===== src/rtl/cplx_dot_mac_pkg.sv =====
// Shared constants, phase encoding and FSM state type for the complex dot-product MAC.
// The macros are the single source of truth for operand geometry and phase encoding.
`ifndef CPLX_DOT_MAC_DEFS
`define CPLX_DOT_MAC_DEFS
`define WORD_LEN 16
`define MATRIX_DIM 4
`define ACC_LEN (2*`WORD_LEN+$clog2(`MATRIX_DIM)+1)
`define REAL_SET 1'b0
`define IMAG_SET (~`REAL_SET)
`endif

package cplx_dot_mac_pkg;

  localparam int DEF_WORD_LEN   = `WORD_LEN;
  localparam int DEF_MATRIX_DIM = `MATRIX_DIM;
  localparam int DEF_ACC_LEN    = `ACC_LEN;

  localparam logic REAL_SET = `REAL_SET;
  localparam logic IMAG_SET = `IMAG_SET;

  typedef enum logic [1:0] {
    FSM_IDLE = 2'd0,
    FSM_REAL = 2'd1,
    FSM_IMAG = 2'd2,
    FSM_OUT  = 2'd3
  } fsm_e;

  // Element index width; a single-element row still needs one bit of counter.
  function automatic int idx_width(input int dim);
    return (dim > 1) ? $clog2(dim) : 1;
  endfunction

endpackage


===== src/rtl/cplx_mac_lane.sv =====
// Combinational product term for one element: a*b - c*d in the real phase,
// a*b + c*d in the imaginary phase, sign-extended to the accumulator width.
module cplx_mac_lane
  import cplx_dot_mac_pkg::*;
#(
  parameter int WORD_LEN   = DEF_WORD_LEN,
  parameter int MATRIX_DIM = DEF_MATRIX_DIM,
  parameter int ACC_LEN    = DEF_ACC_LEN,
  parameter int IDX_W      = idx_width(DEF_MATRIX_DIM)
) (
  input  logic [IDX_W-1:0]               idx_i,
  input  logic                           phase_i,
  input  logic [WORD_LEN*MATRIX_DIM-1:0] mx_1_i,
  input  logic [WORD_LEN*MATRIX_DIM-1:0] mx_2_i,
  input  logic [WORD_LEN*MATRIX_DIM-1:0] my_1_i,
  input  logic [WORD_LEN*MATRIX_DIM-1:0] my_2_i,
  output logic signed [ACC_LEN-1:0]      term_o
);

  localparam int PROD_W = 2 * WORD_LEN;
  localparam int EXT_W  = ACC_LEN - PROD_W;

  logic signed [WORD_LEN-1:0] mx1_e [MATRIX_DIM];
  logic signed [WORD_LEN-1:0] mx2_e [MATRIX_DIM];
  logic signed [WORD_LEN-1:0] my1_e [MATRIX_DIM];
  logic signed [WORD_LEN-1:0] my2_e [MATRIX_DIM];

  for (genvar i = 0; i < MATRIX_DIM; i++) begin : g_unpack
    assign mx1_e[i] = mx_1_i[i*WORD_LEN +: WORD_LEN];
    assign mx2_e[i] = mx_2_i[i*WORD_LEN +: WORD_LEN];
    assign my1_e[i] = my_1_i[i*WORD_LEN +: WORD_LEN];
    assign my2_e[i] = my_2_i[i*WORD_LEN +: WORD_LEN];
  end

  logic signed [WORD_LEN-1:0] a_sel;
  logic signed [WORD_LEN-1:0] b_sel;
  logic signed [WORD_LEN-1:0] c_sel;
  logic signed [WORD_LEN-1:0] d_sel;
  logic signed [PROD_W-1:0]   prod_x;
  logic signed [PROD_W-1:0]   prod_y;
  logic signed [ACC_LEN-1:0]  ext_x;
  logic signed [ACC_LEN-1:0]  ext_y;

  always_comb begin
    a_sel  = mx1_e[idx_i];
    b_sel  = mx2_e[idx_i];
    c_sel  = my1_e[idx_i];
    d_sel  = my2_e[idx_i];
    prod_x = PROD_W'(a_sel) * PROD_W'(b_sel);
    prod_y = PROD_W'(c_sel) * PROD_W'(d_sel);
    // Full-precision products widened before the add so the sum cannot wrap.
    ext_x  = {{EXT_W{prod_x[PROD_W-1]}}, prod_x};
    ext_y  = {{EXT_W{prod_y[PROD_W-1]}}, prod_y};
    if (phase_i == IMAG_SET) begin
      term_o = ext_x + ext_y;
    end else begin
      term_o = ext_x - ext_y;
    end
  end

endmodule


===== src/rtl/cplx_dot_mac.sv =====
// Serial complex dot product: one element per clock, real phase then imaginary phase,
// result held under valid/ready until taken; start is only honoured in IDLE.
module cplx_dot_mac
  import cplx_dot_mac_pkg::*;
#(
  parameter int WORD_LEN   = DEF_WORD_LEN,
  parameter int MATRIX_DIM = DEF_MATRIX_DIM,
  parameter int ACC_LEN    = 2*WORD_LEN + $clog2(MATRIX_DIM) + 1
) (
  input  logic                           clk,
  input  logic                           rst_n,
  input  logic                           start,
  output logic                           state,
  output logic                           busy,
  input  logic [WORD_LEN*MATRIX_DIM-1:0] MX_1,
  input  logic [WORD_LEN*MATRIX_DIM-1:0] MX_2,
  input  logic [WORD_LEN*MATRIX_DIM-1:0] MY_1,
  input  logic [WORD_LEN*MATRIX_DIM-1:0] MY_2,
  output logic signed [ACC_LEN-1:0]      res_re,
  output logic signed [ACC_LEN-1:0]      res_im,
  output logic                           res_valid,
  input  logic                           res_ready
);

  localparam int              IDX_W    = idx_width(MATRIX_DIM);
  localparam logic [IDX_W-1:0] IDX_LAST = IDX_W'(MATRIX_DIM - 1);

  fsm_e                      fsm_q, fsm_d;
  logic [IDX_W-1:0]          idx_q, idx_d;
  logic signed [ACC_LEN-1:0] acc_q, acc_d;
  logic signed [ACC_LEN-1:0] re_q, re_d;
  logic signed [ACC_LEN-1:0] im_q, im_d;
  logic                      phase_q, phase_d;
  logic                      busy_q, busy_d;
  logic                      valid_q, valid_d;

  logic signed [ACC_LEN-1:0] term;
  logic signed [ACC_LEN-1:0] sum;

  // The select stage reacts combinationally to phase_q, so the term below
  // always belongs to the phase currently being accumulated.
  cplx_mac_lane #(
    .WORD_LEN   (WORD_LEN),
    .MATRIX_DIM (MATRIX_DIM),
    .ACC_LEN    (ACC_LEN),
    .IDX_W      (IDX_W)
  ) u_lane (
    .idx_i   (idx_q),
    .phase_i (phase_q),
    .mx_1_i  (MX_1),
    .mx_2_i  (MX_2),
    .my_1_i  (MY_1),
    .my_2_i  (MY_2),
    .term_o  (term)
  );

  assign sum = acc_q + term;

  always_comb begin
    fsm_d   = fsm_q;
    idx_d   = idx_q;
    acc_d   = acc_q;
    re_d    = re_q;
    im_d    = im_q;
    phase_d = phase_q;
    busy_d  = busy_q;
    valid_d = valid_q;
    unique case (fsm_q)
      FSM_IDLE: begin
        if (start) begin
          fsm_d   = FSM_REAL;
          idx_d   = '0;
          acc_d   = '0;
          phase_d = REAL_SET;
          busy_d  = 1'b1;
        end
      end
      FSM_REAL: begin
        acc_d = sum;
        idx_d = idx_q + 1'b1;
        if (idx_q == IDX_LAST) begin
          re_d    = sum;
          acc_d   = '0;
          idx_d   = '0;
          phase_d = IMAG_SET;
          fsm_d   = FSM_IMAG;
        end
      end
      FSM_IMAG: begin
        acc_d = sum;
        idx_d = idx_q + 1'b1;
        if (idx_q == IDX_LAST) begin
          im_d    = sum;
          acc_d   = '0;
          idx_d   = '0;
          phase_d = REAL_SET;
          valid_d = 1'b1;
          fsm_d   = FSM_OUT;
        end
      end
      FSM_OUT: begin
        // A start coinciding with the handshake is dropped; IDLE must see it.
        if (res_ready) begin
          valid_d = 1'b0;
          busy_d  = 1'b0;
          fsm_d   = FSM_IDLE;
        end
      end
      default: begin
        fsm_d = FSM_IDLE;
      end
    endcase
  end

  always_ff @(posedge clk) begin
    if (!rst_n) begin
      fsm_q   <= FSM_IDLE;
      idx_q   <= '0;
      acc_q   <= '0;
      re_q    <= '0;
      im_q    <= '0;
      phase_q <= REAL_SET;
      busy_q  <= 1'b0;
      valid_q <= 1'b0;
    end else begin
      fsm_q   <= fsm_d;
      idx_q   <= idx_d;
      acc_q   <= acc_d;
      re_q    <= re_d;
      im_q    <= im_d;
      phase_q <= phase_d;
      busy_q  <= busy_d;
      valid_q <= valid_d;
    end
  end

  assign state     = phase_q;
  assign busy      = busy_q;
  assign res_valid = valid_q;
  assign res_re    = re_q;
  assign res_im    = im_q;

endmodule


===== config.mk =====
export PLATFORM = sky130hd
export DESIGN_NAME = cplx_dot_mac
export DESIGN_NICKNAME = d
export VERILOG_FILES = /design/src/rtl/cplx_dot_mac_pkg.sv /design/src/rtl/cplx_mac_lane.sv /design/src/rtl/cplx_dot_mac.sv
export SDC_FILE = /design/constraint.sdc
export NUM_CORES = 2
export LEC_CHECK = 0
export ABC_CLOCK_PERIOD_IN_PS = 16700
export CORE_UTILIZATION = 35
export DETAILED_ROUTE_END_ITERATION = 6
export MAX_ROUTING_LAYER = met4
export PLACE_DENSITY_LB_ADDON = 0.12
export SYNTH_ARGS = -nofsm -noshare
export SYNTH_HDL_FRONTEND = slang
export SYNTH_SLANG_ARGS = --single-unit

===== constraint.sdc =====
create_clock -name clk -period 16.7 [get_ports clk]
set_input_delay 3.34 -clock clk [delete_from_list [all_inputs] [get_ports clk]]
set_output_delay 3.34 -clock clk [all_outputs]
set_load 0.01 [all_outputs]

==> results.json <==
{
  "status": "finished clean",
  "fmax_mhz": 66.1,
  "chipHeight_um": 292,
  "cts_buffers": 9,
  "area_growth_pct": 15.9,
  "n_antenna_cell": 0,
  "die_x_um": 292,
  "cp_common_cell": "fa_1",
  "synth_top_cell_by_area": "fa_1",
  "cts_resized": 0,
  "slowest_stage": "o21ai_0",
  "post-route-util_pct": 41.3,
  "max_stage_delay_ns": 1.01,
  "dr.pass1.iters": 5,
  "drv_cap": 0,
  "fin_tns_setup_ns": 0,
  "ys_seq_area_share_pct": 7.62,
  "required_ns": 16.94,
  "drive_above_1_share_pct": 3.61,
  "rows": 105,
  "track_usage_pct": 21.8,
  "drv_slew": 0,
  "drtIter0Drc": 1089,
  "ys_warn_count": 0,
  "synth_flop_cell": "dfxtp_1",
  "grt_overflow": 0,
  "die_area_mm2": 0.0853,
  "synth_area_mm2": 0.0294,
  "synth_seq_cells": 112,
  "clkSinkCount": 112,
  "clk_latency_ns": 0.37,
  "path_class": "primary input to flop",
  "cp-end-kind": "flop",
  "cts_hold_buffers": 0,
  "portBuffers": 332,
  "grt_pass1_vias": 24251,
  "syn_avg_cell_area_um2": 8.62,
  "slew-limit-headroom_pct": 11.8,
  "synth_edf_count": 0,
  "ys_top_cells_by_area": "fa_1, ha_1, inv_1",
  "cp.arrival_ns": 15.37,
  "vias": 23478,
  "hp-class": "flop to flop",
  "start_util_pct": 35.6,
  "clk_path_buf_depth": 2,
  "io_pins": 333,
  "final.period_utilization_pct": 90.6,
  "root_buffer": "clkbuf_16",
  "grt_max_degree": 104,
  "cts_max_level": 3,
  "core_mm2": 0.0826,
  "layout.nets": 4673,
  "crit_fanout": 8,
  "viasPerCell": 4.97,
  "async_flop_share_pct": 0,
  "gp_congestion": 0.867,
  "drc": 0,
  "setup_viol": 0,
  "startpoint_type": "primary input",
  "r2r_setup_slack_ns": 3.86,
  "cts_tree": "built",
  "fin_skew_ns": 0.0150,
  "post-cts-setup-buffers": 0,
  "clk_pin_slew_ns": 0.08,
  "wirelength_um": 89800,
  "fillers": 8378,
  "final_hold_viol_count": 0,
  "wl_per_cell_um": 19.0,
  "syn_inst": 3413,
  "antenna_found_initial": 0,
  "worst_pin_slew_ns": 1.31,
  "rsz0062_at_grt": "false",
  "syn-num-nets": 4439,
  "synth.top_cell.area_share_pct": 35.8,
  "period_needed_ns": 15.13,
  "ant_nets": 0,
  "grt_pass1_wl_um": 141000,
  "yosysUniqueCellTypes": 76,
  "place_hpwl_um": 75100
}
## cells in the mapped netlist, types with 4 or more instances
library cell    n
a22oi_1        20
o31a_1          5
buf_1          12
o21a_1         41
a21boi_0       19
nor3_1         18
nor2b_1        76
nand2_1       462
a41oi_1         4
nor2_1        218
inv_1         613
nand2b_1       31
o221ai_1        4
o21bai_1       15
o2111ai_1       5
o21ai_1        23
and2_1        108
xnor2_1       119
xor2_1         48
mux4_2         36
o211a_1         4
clkbuf_1      119
a31oi_1        14
nand4_1        16
and3_1         13
or3_1          10
nand3_1        39
ha_1          240
a21oi_1       151
or2_2           7
mux2i_1        33
nor3b_1         5
o211ai_1       13
a21o_1         52
a211oi_1       16
mux2_2         29
fa_1          526
o21ai_0        82
dfxtp_1       112
## critical path: cells and delay by family
family | cells | cell delay [ns]
adders and majority gates | 9 | 4.16
AOI/OAI and AO/OA | 11 | 3.46
and+or+nand+nor | 10 | 1.91
xor gates and xnor gates | 5 | 1.57
buffers and inverters | 5 | 0.61
muxes | 1 | 0.28
## flip-flops by register name, indices dropped and copies added, names as in the netlist
name,flops
res_re,35
acc_q,35
busy,1
state,1
idx_q,2
res_valid,1
fsm_q,2
res_im,35
## per-stage QoR
stage | instance area [um^2] | setup slack, ns | std cells | hold slack [ns]
finish | 34100 | 1.57 | 4722 | 0.459
global route | 34100 | 0.797 | 4722 | 0.476
detailed placement | 33800 | 1.31 | 4706 | 0.447
global placement | 33800 | 1.29 | 4706 | 0.441
floorplan | 29400 | 3.55 | 3413 | 0.442
CTS | 34100 | 1.67 | 4722 | 0.458
## placed cells by master (no fill, tap or decap), types with 14 or more instances in the layout
master,n
o21ai_1,33
and2_1,108
a22oi_1,20
nor3_1,18
clkdlybuf4s50_1,331
ha_1,240
o21bai_1,15
inv_1,613
o21ai_0,72
nor2_1,218
buf_4,23
xor2_1,48
o21a_1,41
a211oi_1,16
fa_1,526
nor2b_1,76
nand4_1,16
a31oi_1,14
dfxtp_1,110
xnor2_1,119
mux4_2,36
a21boi_0,19
mux2i_1,33
a21o_1,52
a21oi_1,151
nand2_1,462
mux2_2,29
nand3_1,39
nand2b_1,31
## layout make-up
| class | count | area [um^2] | share of cell area, % |
|---|---|---|---|
| tap | 1070 | 1340 | 3.92 |
| multi-input combinational | 2554 | 24400 | 71.5 |
| clock inverter | 7 | 85.1 | 0.249 |
| clock buffer | 9 | 225 | 0.660 |
| timing repair buffer | 357 | 3530 | 10.3 |
| inverter | 613 | 2300 | 6.74 |
| sequential | 112 | 2250 | 6.59 |
## cells by family after synthesis
family,share of synthesized area (%)
DFF,7.62
adders and majority gates,46.0
buffers and inverters,9.54
AOI/OAI and AO/OA,10.8
muxes,5.03
xor gates and xnor gates,5.05
and+or+nand+nor,16.0
## final timing paths
kind	startpoint	end	depth (start not counted)
worst max-delay path	MY_1[23]	res_im[34]	41
worst max register to register	idx_q[0]	res_im[34]	41
worst min-delay path	res_im[32]	res_im[32]	2
worst min register to register	res_im[32]	res_im[32]	2
## routing by layer
metal	vias up	GRT usage, %	part of all wire (%)
li1	11217	-	-
met1	11736	28.7	45
met2	438	37.0	50
met3	87	1.45	2.9
met4	0	4.53	2.2
met5	-	-	0
Power is left out: the tool's default activity adds up to more than one toggle a clock period on the data nets, which glitch-free logic cannot reach.
